<file path="src/rtl/pipe_addsub.sv">
`default_nettype none
// +--------------------------------------------------------------------------+
// | pipe_addsub : pipelined add/sub, carry chain split into STAGES chunks     |
// | Rev 1.0                                                                   |
// +--------------------------------------------------------------------------+
module pipe_addsub #(
  parameter int WIDTH  = 32,
  parameter int STAGES = 4
) (
  input  logic             clock,
  input  logic             reset,
  input  logic             in_valid,
  output logic             in_ready,
  input  logic [WIDTH-1:0] a,
  input  logic [WIDTH-1:0] b,
  input  logic             sub,
  output logic             out_valid,
  input  logic             out_ready,
  output logic [WIDTH-1:0] sum,
  output logic             c,
  output logic             ovf,
  output logic             zero
);

  localparam int CW   = WIDTH / STAGES;
  localparam int LAST = STAGES - 1;

  logic             advance;
  logic             valid_q [STAGES];
  logic             carry_q [STAGES];
  logic [WIDTH-1:0] a_q     [STAGES];
  logic [WIDTH-1:0] bx_q    [STAGES];
  logic [WIDTH-1:0] res_q   [STAGES];

  logic             out_valid_q;
  logic [WIDTH-1:0] sum_q;
  logic             c_q;
  logic             ovf_q;
  logic             zero_q;

  logic [WIDTH-1:0] sum_d;
  logic             ovf_d;

  // The whole pipeline freezes on a stall; bubbles are never collapsed.
  assign advance  = !out_valid_q || out_ready;
  assign in_ready = advance;

  for (genvar k = 0; k < STAGES; k++) begin : g_stage
    logic             valid_in;
    logic             carry_in;
    logic [WIDTH-1:0] a_in;
    logic [WIDTH-1:0] bx_in;
    logic [WIDTH-1:0] res_in;
    logic [WIDTH-1:0] res_d;
    logic [CW:0]      chunk_d;

    if (k == 0) begin : g_head
      // Subtraction is a + ~b + 1; the +1 enters as the chunk-0 carry-in.
      assign valid_in = in_valid;
      assign carry_in = sub;
      assign a_in     = a;
      assign bx_in    = b ^ {WIDTH{sub}};
      assign res_in   = '0;
    end else begin : g_body
      assign valid_in = valid_q[k-1];
      assign carry_in = carry_q[k-1];
      assign a_in     = a_q[k-1];
      assign bx_in    = bx_q[k-1];
      assign res_in   = res_q[k-1];
    end

    assign chunk_d = {1'b0, a_in[k*CW +: CW]} + {1'b0, bx_in[k*CW +: CW]}
                   + {{CW{1'b0}}, carry_in};

    always_comb begin
      res_d                = res_in;
      res_d[k*CW +: CW]    = chunk_d[CW-1:0];
    end

    always_ff @(posedge clock) begin
      if (reset) begin
        valid_q[k] <= 1'b0;
      end else if (advance) begin
        valid_q[k] <= valid_in;
      end
    end

    always_ff @(posedge clock) begin
      if (advance) begin
        carry_q[k] <= chunk_d[CW];
        a_q[k]     <= a_in;
        bx_q[k]    <= bx_in;
        res_q[k]   <= res_d;
      end
    end
  end

  // Signs of a and the (possibly inverted) b agree for both add and sub overflow.
  assign sum_d = res_q[LAST];
  assign ovf_d = (a_q[LAST][WIDTH-1] == bx_q[LAST][WIDTH-1]) &&
                 (sum_d[WIDTH-1] != a_q[LAST][WIDTH-1]);

  always_ff @(posedge clock) begin
    if (reset) begin
      out_valid_q <= 1'b0;
      sum_q       <= '0;
      c_q         <= 1'b0;
      ovf_q       <= 1'b0;
      zero_q      <= 1'b0;
    end else if (advance) begin
      out_valid_q <= valid_q[LAST];
      if (valid_q[LAST]) begin
        sum_q  <= sum_d;
        c_q    <= carry_q[LAST];
        ovf_q  <= ovf_d;
        zero_q <= ~|sum_d;
      end
    end
  end

  assign out_valid = out_valid_q;
  assign sum       = sum_q;
  assign c         = c_q;
  assign ovf       = ovf_q;
  assign zero      = zero_q;

endmodule
`default_nettype wire
</file>
<file path="config.mk">
export PLATFORM = sky130hd
export DESIGN_NAME = pipe_addsub
export DESIGN_NICKNAME = d
export VERILOG_FILES = /design/src/rtl/pipe_addsub.sv
export SDC_FILE = /design/constraint.sdc
export NUM_CORES = 1
export LEC_CHECK = 0
export CAP_MARGIN = 10
export CORE_ASPECT_RATIO = 0.7
export CORE_MARGIN = 2
export CORE_UTILIZATION = 58
export CTS_BUF_LIST = sky130_fd_sc_hd__clkbuf_4
export DETAILED_ROUTE_END_ITERATION = 8
export GPL_TIMING_DRIVEN = 0
export PLACE_DENSITY = 0.83
export SYNTH_ARGS = -nofsm -noshare
export SYNTH_HDL_FRONTEND = slang
export SYNTH_SLANG_ARGS = --single-unit
export TNS_END_PERCENT = 100
</file>
<file path="constraint.sdc">
create_clock -name clock -period 15.08 [get_ports clock]
set_input_delay 2.262 -clock clock [delete_from_list [all_inputs] [get_ports clock]]
set_output_delay 2.262 -clock clock [all_outputs]
set_load 0.01 [all_outputs]
</file>
==> results of run 1 <==
## state kept, by name (all words and copies together), names as in the netlist
signal	count
a_q	49
carry_q	4
sum	32
bx_q	49
res_q	80
zero	1
out_valid	1
ovf	1
c	1
valid_q	4
## layout make-up
type,instances,area [um^2]
clock buffer,82,616
inverter,15,63.8
multi-input combinational,304,2050
clock inverter,12,50.0
sequential,222,6310
timing repair buffer,105,1070
tap,190,238
fill,850,3640
buffer,15,63.8
## synthesized netlist by cell type, types with 2 or more instances
cell,number
nand2b_1,3
fa_1,7
xnor2_1,14
nand3_1,6
or3_1,2
o311a_1,2
buf_2,5
or4_1,2
inv_1,15
dfxtp_1,36
o21bai_1,2
edfxtp_1,186
a21o_1,2
a31oi_1,3
nor2b_1,5
nor4_1,8
nand2_1,76
a21oi_1,48
a211oi_1,2
ha_1,28
nand4_1,3
or2_2,3
o211ai_1,2
and2_1,7
a311oi_1,2
clkbuf_1,8
o21ai_0,6
nor3_1,7
xor2_1,41
nor2_1,14
## power groups by stage
| stage | registers, uW | logic [uW] | clock network [uW] |
|---|---|---|---|
| final | 830 | 137 | 465 |
| after global routing | 840 | 153 | 508 |
| after CTS | 830 | 137 | 479 |
| after detailed placement | 843 | 136 | 0 |
| after global placement | 838 | 128 | 0 |
| after floorplan | 827 | 86.1 | 0 |
## layer usage
layer	track usage [%]	vias to the layer above	share of wire (%)
li1	-	2378	-
met1	24.3	2280	42
met2	31.5	180	48
met3	5.11	26	7.1
met4	7.21	0	2.0
met5	0	-	0
## worst paths after layout
check                     to  slack [ns]
hold reg to reg   a_q[1][19]        0.40
setup reg to reg  carry_q[1]       12.63
setup / recovery    in_ready        8.46
hold / removal    a_q[1][19]        0.40
## layout by cell type, fill, tap and decap left out, drive strengths merged, types with 14 or more instances in the layout
cell / instances
ha: 28
dfxtp: 36
clkbuf: 91
xnor2: 14
xor2: 41
inv: 16
edfxtp: 186
a21oi: 49
clkdlybuf4s50: 104
nor2: 14
nand2: 76
## metrics by stage
stage | std cells | worst slack, ns | cell area [um^2] | power, uW
2_1_floorplan | 556 | 6.88 | 8480 | 914
3_3_place_gp | 850 | 4.14 | 9760 | 965
3_5_place_dp | 851 | 8.46 | 9790 | 979
4_1_cts | 945 | 8.45 | 10500 | 1450
5_1_grt | 945 | 8.34 | 10500 | 1500
6_report | 945 | 8.46 | 10500 | 1430
## cell families (layout without fill, tap and decap cells)
family | Yosys count | after routing | synth area share (%)
fa+ha+maj | 35 | 35 | 5.78
compound gates | 74 | 74 | 5.12
buf+inv | 30 | 229 | 1.42
flops | 222 | 222 | 74.4
xor+xnor | 55 | 55 | 5.68
simple gates | 139 | 139 | 7.47
mux | 1 | 1 | 0.162
==> results.md, run 1 <==
* Status: completed
* Setup CP Type: in2out
* Synth Warn # at 0
* #FFs+latches synth at 222
* Grt total ovfl at 0
* CTS H-tree depth at 2
* VDD IR max at 0.0000676 V
* RR Startpoint: bx_q[0][8]
* Count of buffers from port buffering at 104
* Final Core Density at 74.2%
* Top delay family on crit path: buffers and inverters
* Crit path DAT at 4.36 ns
* Leading area contributor after synthesis: edfxtp_1
* TritonCTS buffer count at 50
* CP Cell Sequence: clkdlybuf4s50_1 > nor2b_1 > inv_8 > buf_16 > clkdlybuf4s50_1
* TritonCTS Sinks at 222
* Sw Share at 22.9%
* Peak Freq at 151 MHz
* Top FF cell, synth: edfxtp_1
* Die ar. at 15,600 um^2
* Crit path launch: out_ready
* Post-Syn Instances at 556
* Average via count per standard cell at 5.15
* Setup Buffers After CTS at 0
* Layout Nets at 817
* Total GRT Usage at 19.1%
* Sum of buffers and inverters on the critical path at 4
* Total negative slack at 0 ns
* First-pass GRT wire length at 23,200 um
* Die span in x at 149 um
* Slew margin rel. at 51.3%
* Cell mode on critical path: clkdlybuf4s50_1
* DR DRC count at 0
* Cell area after synthesis at 8480 um^2
* I/O Pins at 106
* Clock latency on the worst-skew pair at 0.62 ns
* Synth async-reset ratio at 0%
* Period utilisation layout at 43.9%
* Syn nets at 660
* WL final at 14,400 um
* CP endpoint kind: primary output
* Post_cts resized at 0
* Int Pwr at 1100 uW
* Comb pwr share at 9.5%
* Clock-pin transition on the worst setup and hold timing paths at 0.07 ns
* Worst Hold Depth at 0
* Vias in the first global route at 4,959
* Seq pwr share at 58.0%
* Max-cap violations at 0
* CORE AREA at 14,100 um^2
* DP HPWL at 9790 um
* Sequential fraction of the synthesis area at 74.4%
* Synth top area share at 65.9%
* Final hold violation count at 0
* Clock Tree Root: clkbuf_4
* Std cell rows at 36
* Via count at 4,864
* HP Start: a_q[0][19]
* CP max stage delay at 0.66 ns
* WL per Instance at 15.3 um
* Hold Buf Count CTS at 0
* Worst Path Required at 12.82 ns
* R2r worst-path depth at 7
* Startpoint Class: input pin
* Detail Route Antenna Nets at 0
* Number of synthesized flops with an enable pin at 186
* Iter 0 DRT Violations at 301
* Fin crit period at 6.62 ns
* Setup-failing EPs final at 0
* Antenna violations before repair at 0
* P_sw at 327 uW
* Unrepaired setup endpoints after global routing: no
* Mean Syn Cell Area at 15.3 um^2
* LEAKAGE at 0.00395 uW
* Worst slew pin tran at 0.730 ns
* Yosys cell types at 41
* Largest net degree at the start of global routing at 153
* Critical path's slowest cell: clkdlybuf4s50_1
* Die height at 105 um
* Layout cell share with drive strength beyond 1 at 13.1%
* Final Wtd Congestion at 0.841
* Max-slew violations at 0
* Initial Util at 60.1%
* Clk buf depth at 3
* TritonRoute pass-1 iters at 5
* Hold WS at 0.402 ns
* Clock share of power at 32.4%
* CTS tree: built
* Area delta synth->final at 23.3%
* Synth area leaders: edfxtp_1 66%, dfxtp_1 8.5%, xor2_1 4.2%, ha_1 4.1%, nand2_1 3.4%
* Skew final at 0.0331 ns
* Crit-path max FO at 152
* Pwr Density at 137 nW/um^2
* Ant diodes at 0
* Worst Hold Class: reg2reg
* Worst path depth at 5
No activity file was read; power rests on OpenSTA's default activity.
==> inputs of run 2 (changes only) <==
--- a/config.mk
+++ b/config.mk
@@ -8,11 +8,11 @@
 export CAP_MARGIN = 10
 export CORE_ASPECT_RATIO = 0.7
 export CORE_MARGIN = 2
-export CORE_UTILIZATION = 58
+export CORE_UTILIZATION = 57
 export CTS_BUF_LIST = sky130_fd_sc_hd__clkbuf_4
 export DETAILED_ROUTE_END_ITERATION = 8
 export GPL_TIMING_DRIVEN = 0
-export PLACE_DENSITY = 0.83
+export PLACE_DENSITY = 0.82
 export SYNTH_ARGS = -nofsm -noshare
 export SYNTH_HDL_FRONTEND = slang
 export SYNTH_SLANG_ARGS = --single-unit
==> constraint.sdc (replaced) <==
create_clock -name clock -period 6.9 [get_ports clock]
set_input_delay 1.035 -clock clock [delete_from_list [all_inputs] [get_ports clock]]
set_output_delay 1.035 -clock clock [all_outputs]
set_load 0.01 [all_outputs]
==> results.md, run 2 (synthesized netlist as in run 1, its figures left out) <==
* Crit-path max FO at 136
* Total negative slack at 0 ns
* CTS tree: built
* R2r worst-path depth at 7
* Antenna violations before repair at 1
* Std cell rows at 37
* Final Wtd Congestion at 0.827
* CP max stage delay at 0.65 ns
* DP HPWL at 9920 um
* CP endpoint kind: primary output
* Post_cts resized at 0
* Average via count per standard cell at 5.12
* Clk buf depth at 3
* WL per Instance at 15.2 um
* Vias in the first global route at 5,015
* Hold Buf Count CTS at 0
* Setup-failing EPs final at 0
* Max reg flops at 80
* Worst Hold Depth at 0
* DR DRC count at 2
* Top delay family on crit path: buffers and inverters
* Cell mode on critical path: clkdlybuf4s50_1
* Slew margin rel. at 57.6%
* Worst Path Required at 5.86 ns
* Total GRT Usage at 18.7%
* Iter 0 DRT Violations at 301
* Fillcell total at 942
* Largest net degree at the start of global routing at 137
* Startpoint Class: input pin
* WL final at 14,400 um
* Final hold violation count at 0
* TritonCTS buffer count at 50
* Overall power at 3110 uW
* Setup CP Type: in2out
* Max-cap violations at 0
* Hold WS at 0.375 ns
* Setup Buffers After CTS at 0
* Layout cell share with drive strength beyond 1 at 12.9%
* VDD IR max at 0.000143 V
* Unrepaired setup endpoints after global routing: no
* Clock Tree Root: clkbuf_4
* Grt total ovfl at 0
* Post-route setup slack at 2.70 ns
* Die span in x at 150 um
* TritonRoute pass-1 iters at 8
* Layout Nets at 817
* Sum of buffers and inverters on the critical path at 4
* Worst slew pin tran at 0.636 ns
* Clock latency on the worst-skew pair at 0.61 ns
* Detail Route Antenna Nets at 0
* Non-filler cells, final at 950
* Max-slew violations at 0
* Clock-pin transition on the worst setup and hold timing paths at 0.07 ns
* Most frequent cells in the layout: 186 x edfxtp_1, 104 x clkdlybuf4s50_1, 82 x clkbuf_4
* Crit path DAT at 3.17 ns
* CP Cell Sequence: clkdlybuf4s50_1 > nor2b_1 > inv_8 > buf_16 > clkdlybuf4s50_1
* TritonCTS Sinks at 222
* Die height at 106 um
* Most common cell after layout, fill and taps aside: edfxtp_1
* Count of buffers from port buffering at 104
* CTS H-tree depth at 2
* Post-placement cell count at 856
* Pwr Density at 298 nW/um^2
* LEAKAGE at 0.00395 uW
* CORE AREA at 14,600 um^2
* Failing checks: design-rule violations
* Worst Hold Class: reg2reg
* Status: finished with violations
* Biggest regs: res_q: 80 flops, a_q: 49 flops, bx_q: 49 flops
* Period utilisation layout at 60.9%
* Fin crit period at 4.20 ns
* Initial Util at 58.0%
* Die ar. at 15,900 um^2
* I/O Pins at 106
* Pre-CTS setup slack at 2.68 ns
* Peak Freq at 238 MHz
* Skew final at 0.0527 ns
* Critical path's slowest cell: clkdlybuf4s50_1
* Largest reg by FF count: res_q
* First-pass GRT wire length at 23,200 um
* Worst path depth at 5
* Via count at 4,864
* Area delta synth->final at 23.3%
==> run 2: changes by cell type in the layout (fill, tap and decap cells not counted), sizes merged <==
| cell | before | now |
|---|---|---|
| diode | 0 | 1 |
| clkinvlp | 1 | 0 |
==> run 2: path summary, 6_finish.rpt <==
| check | from | endpoint | slack, ns |
|---|---|---|---|
| max reg2reg | a_q[0][8] | carry_q[1] | 4.47 |
| min reg2reg | bx_q[0][28] | bx_q[1][28] | 0.38 |
| max | out_ready | in_ready | 2.70 |
| min | bx_q[0][28] | bx_q[1][28] | 0.38 |
==> run 2: through the flow <==
stage          cell area [um^2]  utilization [%]
2_1_floorplan              8480                -
3_3_place_gp               9760             66.7
3_5_place_dp               9800             67.0
4_1_cts                   10500             71.5
5_1_grt                   10500             71.5
6_report                  10500             71.5
==> run 2: report_power, final <==
| part | switching, uW | internal [uW] | leakage [uW] |
|---|---|---|---|
| clock | 464 | 537 | 0.000397 |
| combinational | 149 | 150 | 0.00129 |
| sequential | 90.0 | 1720 | 0.00226 |
| total | 703 | 2410 | 0.00395 |
==> run 2: routing by layer <==
layer | vias up | part of all wire [%] | GRT usage (%)
met2 | 151 | 51 | 30.6
li1 | 2372 | - | -
met1 | 2321 | 41 | 24.5
met4 | 0 | 1.8 | 6.60
met3 | 20 | 6.0 | 4.64
met5 | - | 0 | 0
==> run 2: area by class of cell <==
cell class,count,area (um^2),share of cell area [%]
Antenna cell,1,2.50,0.0239
Buffer,15,63.8,0.610
Clock buffer,82,616,5.89
Clock inverter,11,41.3,0.395
Inverter,15,63.8,0.610
Multi-Input combinational cell,304,2050,19.6
Sequential cell,222,6310,60.3
Tap cell,195,244,2.33
Timing Repair Buffer,105,1070,10.2
==> inputs of run 3 (changes only) <==
--- a/config.mk
+++ b/config.mk
@@ -8,11 +8,11 @@
 export CAP_MARGIN = 10
 export CORE_ASPECT_RATIO = 0.7
 export CORE_MARGIN = 2
-export CORE_UTILIZATION = 57
+export CORE_UTILIZATION = 52
 export CTS_BUF_LIST = sky130_fd_sc_hd__clkbuf_4
 export DETAILED_ROUTE_END_ITERATION = 8
 export GPL_TIMING_DRIVEN = 0
-export PLACE_DENSITY = 0.82
+export PLACE_DENSITY = 0.78
 export SYNTH_ARGS = -nofsm -noshare
 export SYNTH_HDL_FRONTEND = slang
 export SYNTH_SLANG_ARGS = --single-unit
==> constraint.sdc (replaced) <==
create_clock -name clock -period 3.7 [get_ports clock]
set_input_delay 0.555 -clock clock [delete_from_list [all_inputs] [get_ports clock]]
set_output_delay 0.555 -clock clock [all_outputs]
set_load 0.01 [all_outputs]
==> results.md, run 3 (synthesized netlist as in run 1, its figures left out) <==
* Status: completed
* DP HPWL at 10,300 um
* Sw Share at 22.2%
* Seq pwr share at 57.9%
* Antenna violations before repair at 0
* Largest net degree at the start of global routing at 45
* Placed Area at 9920 um^2
* Post-placement cell count at 889
* Clock latency on the worst-skew pair at 0.58 ns
* Average via count per standard cell at 4.95
* Setup-failing EPs final at 0
* CP endpoint kind: primary output
* Grt total ovfl at 0
* Clock share of power at 32.6%
* Worst Hold Class: reg2reg
* Total GRT Usage at 17.2%
* Max reg flops at 80
* Pwr Density at 552 nW/um^2
* Max-cap violations at 0
* Cell mode on critical path: clkdlybuf4s50_1
* Biggest regs: res_q: 80 flops, a_q: 49 flops, bx_q: 49 flops
* Hold Buf Count CTS at 0
* Comb pwr share at 9.5%
* Slew margin rel. at 37.1%
* Most common cell after layout, fill and taps aside: edfxtp_1
* R2r worst-path depth at 6
* Crit-path max FO at 43
* CTS H-tree depth at 2
* TritonRoute pass-1 iters at 4
* Layout cell share with drive strength beyond 1 at 14.2%
* CP max stage delay at 0.76 ns
* Ant diodes at 0
* Final hold violation count at 0
* Fin crit period at 3.24 ns
* DR DRC count at 0
* Finished Cell Area at 10,600 um^2
* TritonCTS buffer count at 51
* Die ar. at 17,400 um^2
* CORE AREA at 16,200 um^2
* Top delay family on crit path: buffers and inverters
* Die height at 111 um
* Via count at 4,864
* P_sw at 1300 uW
* First-pass GRT wire length at 23,700 um
* Most frequent cells in the layout: 186 x edfxtp_1, 104 x clkdlybuf4s50_1, 87 x clkbuf_4
* CTS tree: built
* Setup Buffers After CTS at 0
* Post_cts resized at 0
* Clk buf depth at 3
* Crit path DAT at 2.68 ns
* I/O Pins at 106
* Worst Hold Depth at 0
* WL per Instance at 14.9 um
* Critical path's slowest cell: clkinvlp_4
* Period utilisation layout at 87.5%
* Final Wtd Congestion at 0.789
* Worst path depth at 4
* Skew final at 0.0244 ns
* Sum of buffers and inverters on the critical path at 3
* Hold WS at 0.406 ns
* Max-slew violations at 0
* Vias in the first global route at 5,099
* VDD IR max at 0.000211 V
* Non-filler cells, final at 983
* TritonCTS Sinks at 222
* Std cell rows at 39
* CP Cell Sequence: clkdlybuf4s50_1 > nor2b_4 > clkinvlp_4 > clkdlybuf4s50_1
* Int Pwr at 4550 uW
* Initial Util at 52.5%
* Pre-CTS setup slack at 0.436 ns
* Post-route setup slack at 0.462 ns
* Largest reg by FF count: res_q
* Unrepaired setup endpoints after global routing: no
* Peak Freq at 309 MHz
* Detail Route Antenna Nets at 0
* Worst Path Required at 3.14 ns
* Worst slew pin tran at 0.941 ns
* Startpoint Class: input pin
* Clock-pin transition on the worst setup and hold timing paths at 0.06 ns
* Area delta synth->final at 25.0%
* LEAKAGE at 0.00400 uW
* R2r setup slk at 1.12 ns
* Die span in x at 157 um
* Iter 0 DRT Violations at 197
* Layout Nets at 821
* WL final at 14,600 um
* Setup CP Type: in2out
* Count of buffers from port buffering at 104
* Clock Tree Root: clkbuf_4
-- run 3: final cells by class --
class | count | area (um^2)
sequential | 222 | 6310
fill | 1135 | 5560
multi-input combinational | 304 | 2060
timing repair buffer | 108 | 1120
clock buffer | 87 | 653
tap | 225 | 282
buffer | 15 | 87.6
inverter | 15 | 60.1
clock inverter | 7 | 26.3
-- run 3: routing by layer --
metal  wire length, um  GRT usage (%)  up-vias
met5                 0              0        -
met1              6310           22.3     2302
met4               296           6.24        0
met3               828           4.10       30
li1                  -              -     2391
met2              7180           28.4      141
-- run 3: final timing paths --
kind              start    endpoint
min          a_q[0][28]  a_q[1][28]
max reg2reg   out_valid      sum[4]
max           out_ready    in_ready
min reg2reg  a_q[0][28]  a_q[1][28]
-- run 3: through the flow --
| stage | util (%) | total power (uW) | setup TNS, ns |
|---|---|---|---|
| floorplan | - | 3720 | -52.04 |
| global placement | 60.9 | 3940 | -363.03 |
| detailed placement | 61.4 | 4000 | 0 |
| CTS | 65.6 | 5920 | 0 |
| global route | 65.6 | 6150 | 0 |
| finish | 65.6 | 5850 | 0 |
-- run 3: power groups by stage --
stage | Clock [uW] | Combinational [uW] | Sequential [uW]
floorplan | 0 | 353 | 3370
global placement | 0 | 527 | 3420
detailed placement | 0 | 557 | 3440
CTS | 1970 | 560 | 3390
global route | 2100 | 621 | 3430
finish | 1910 | 557 | 3390
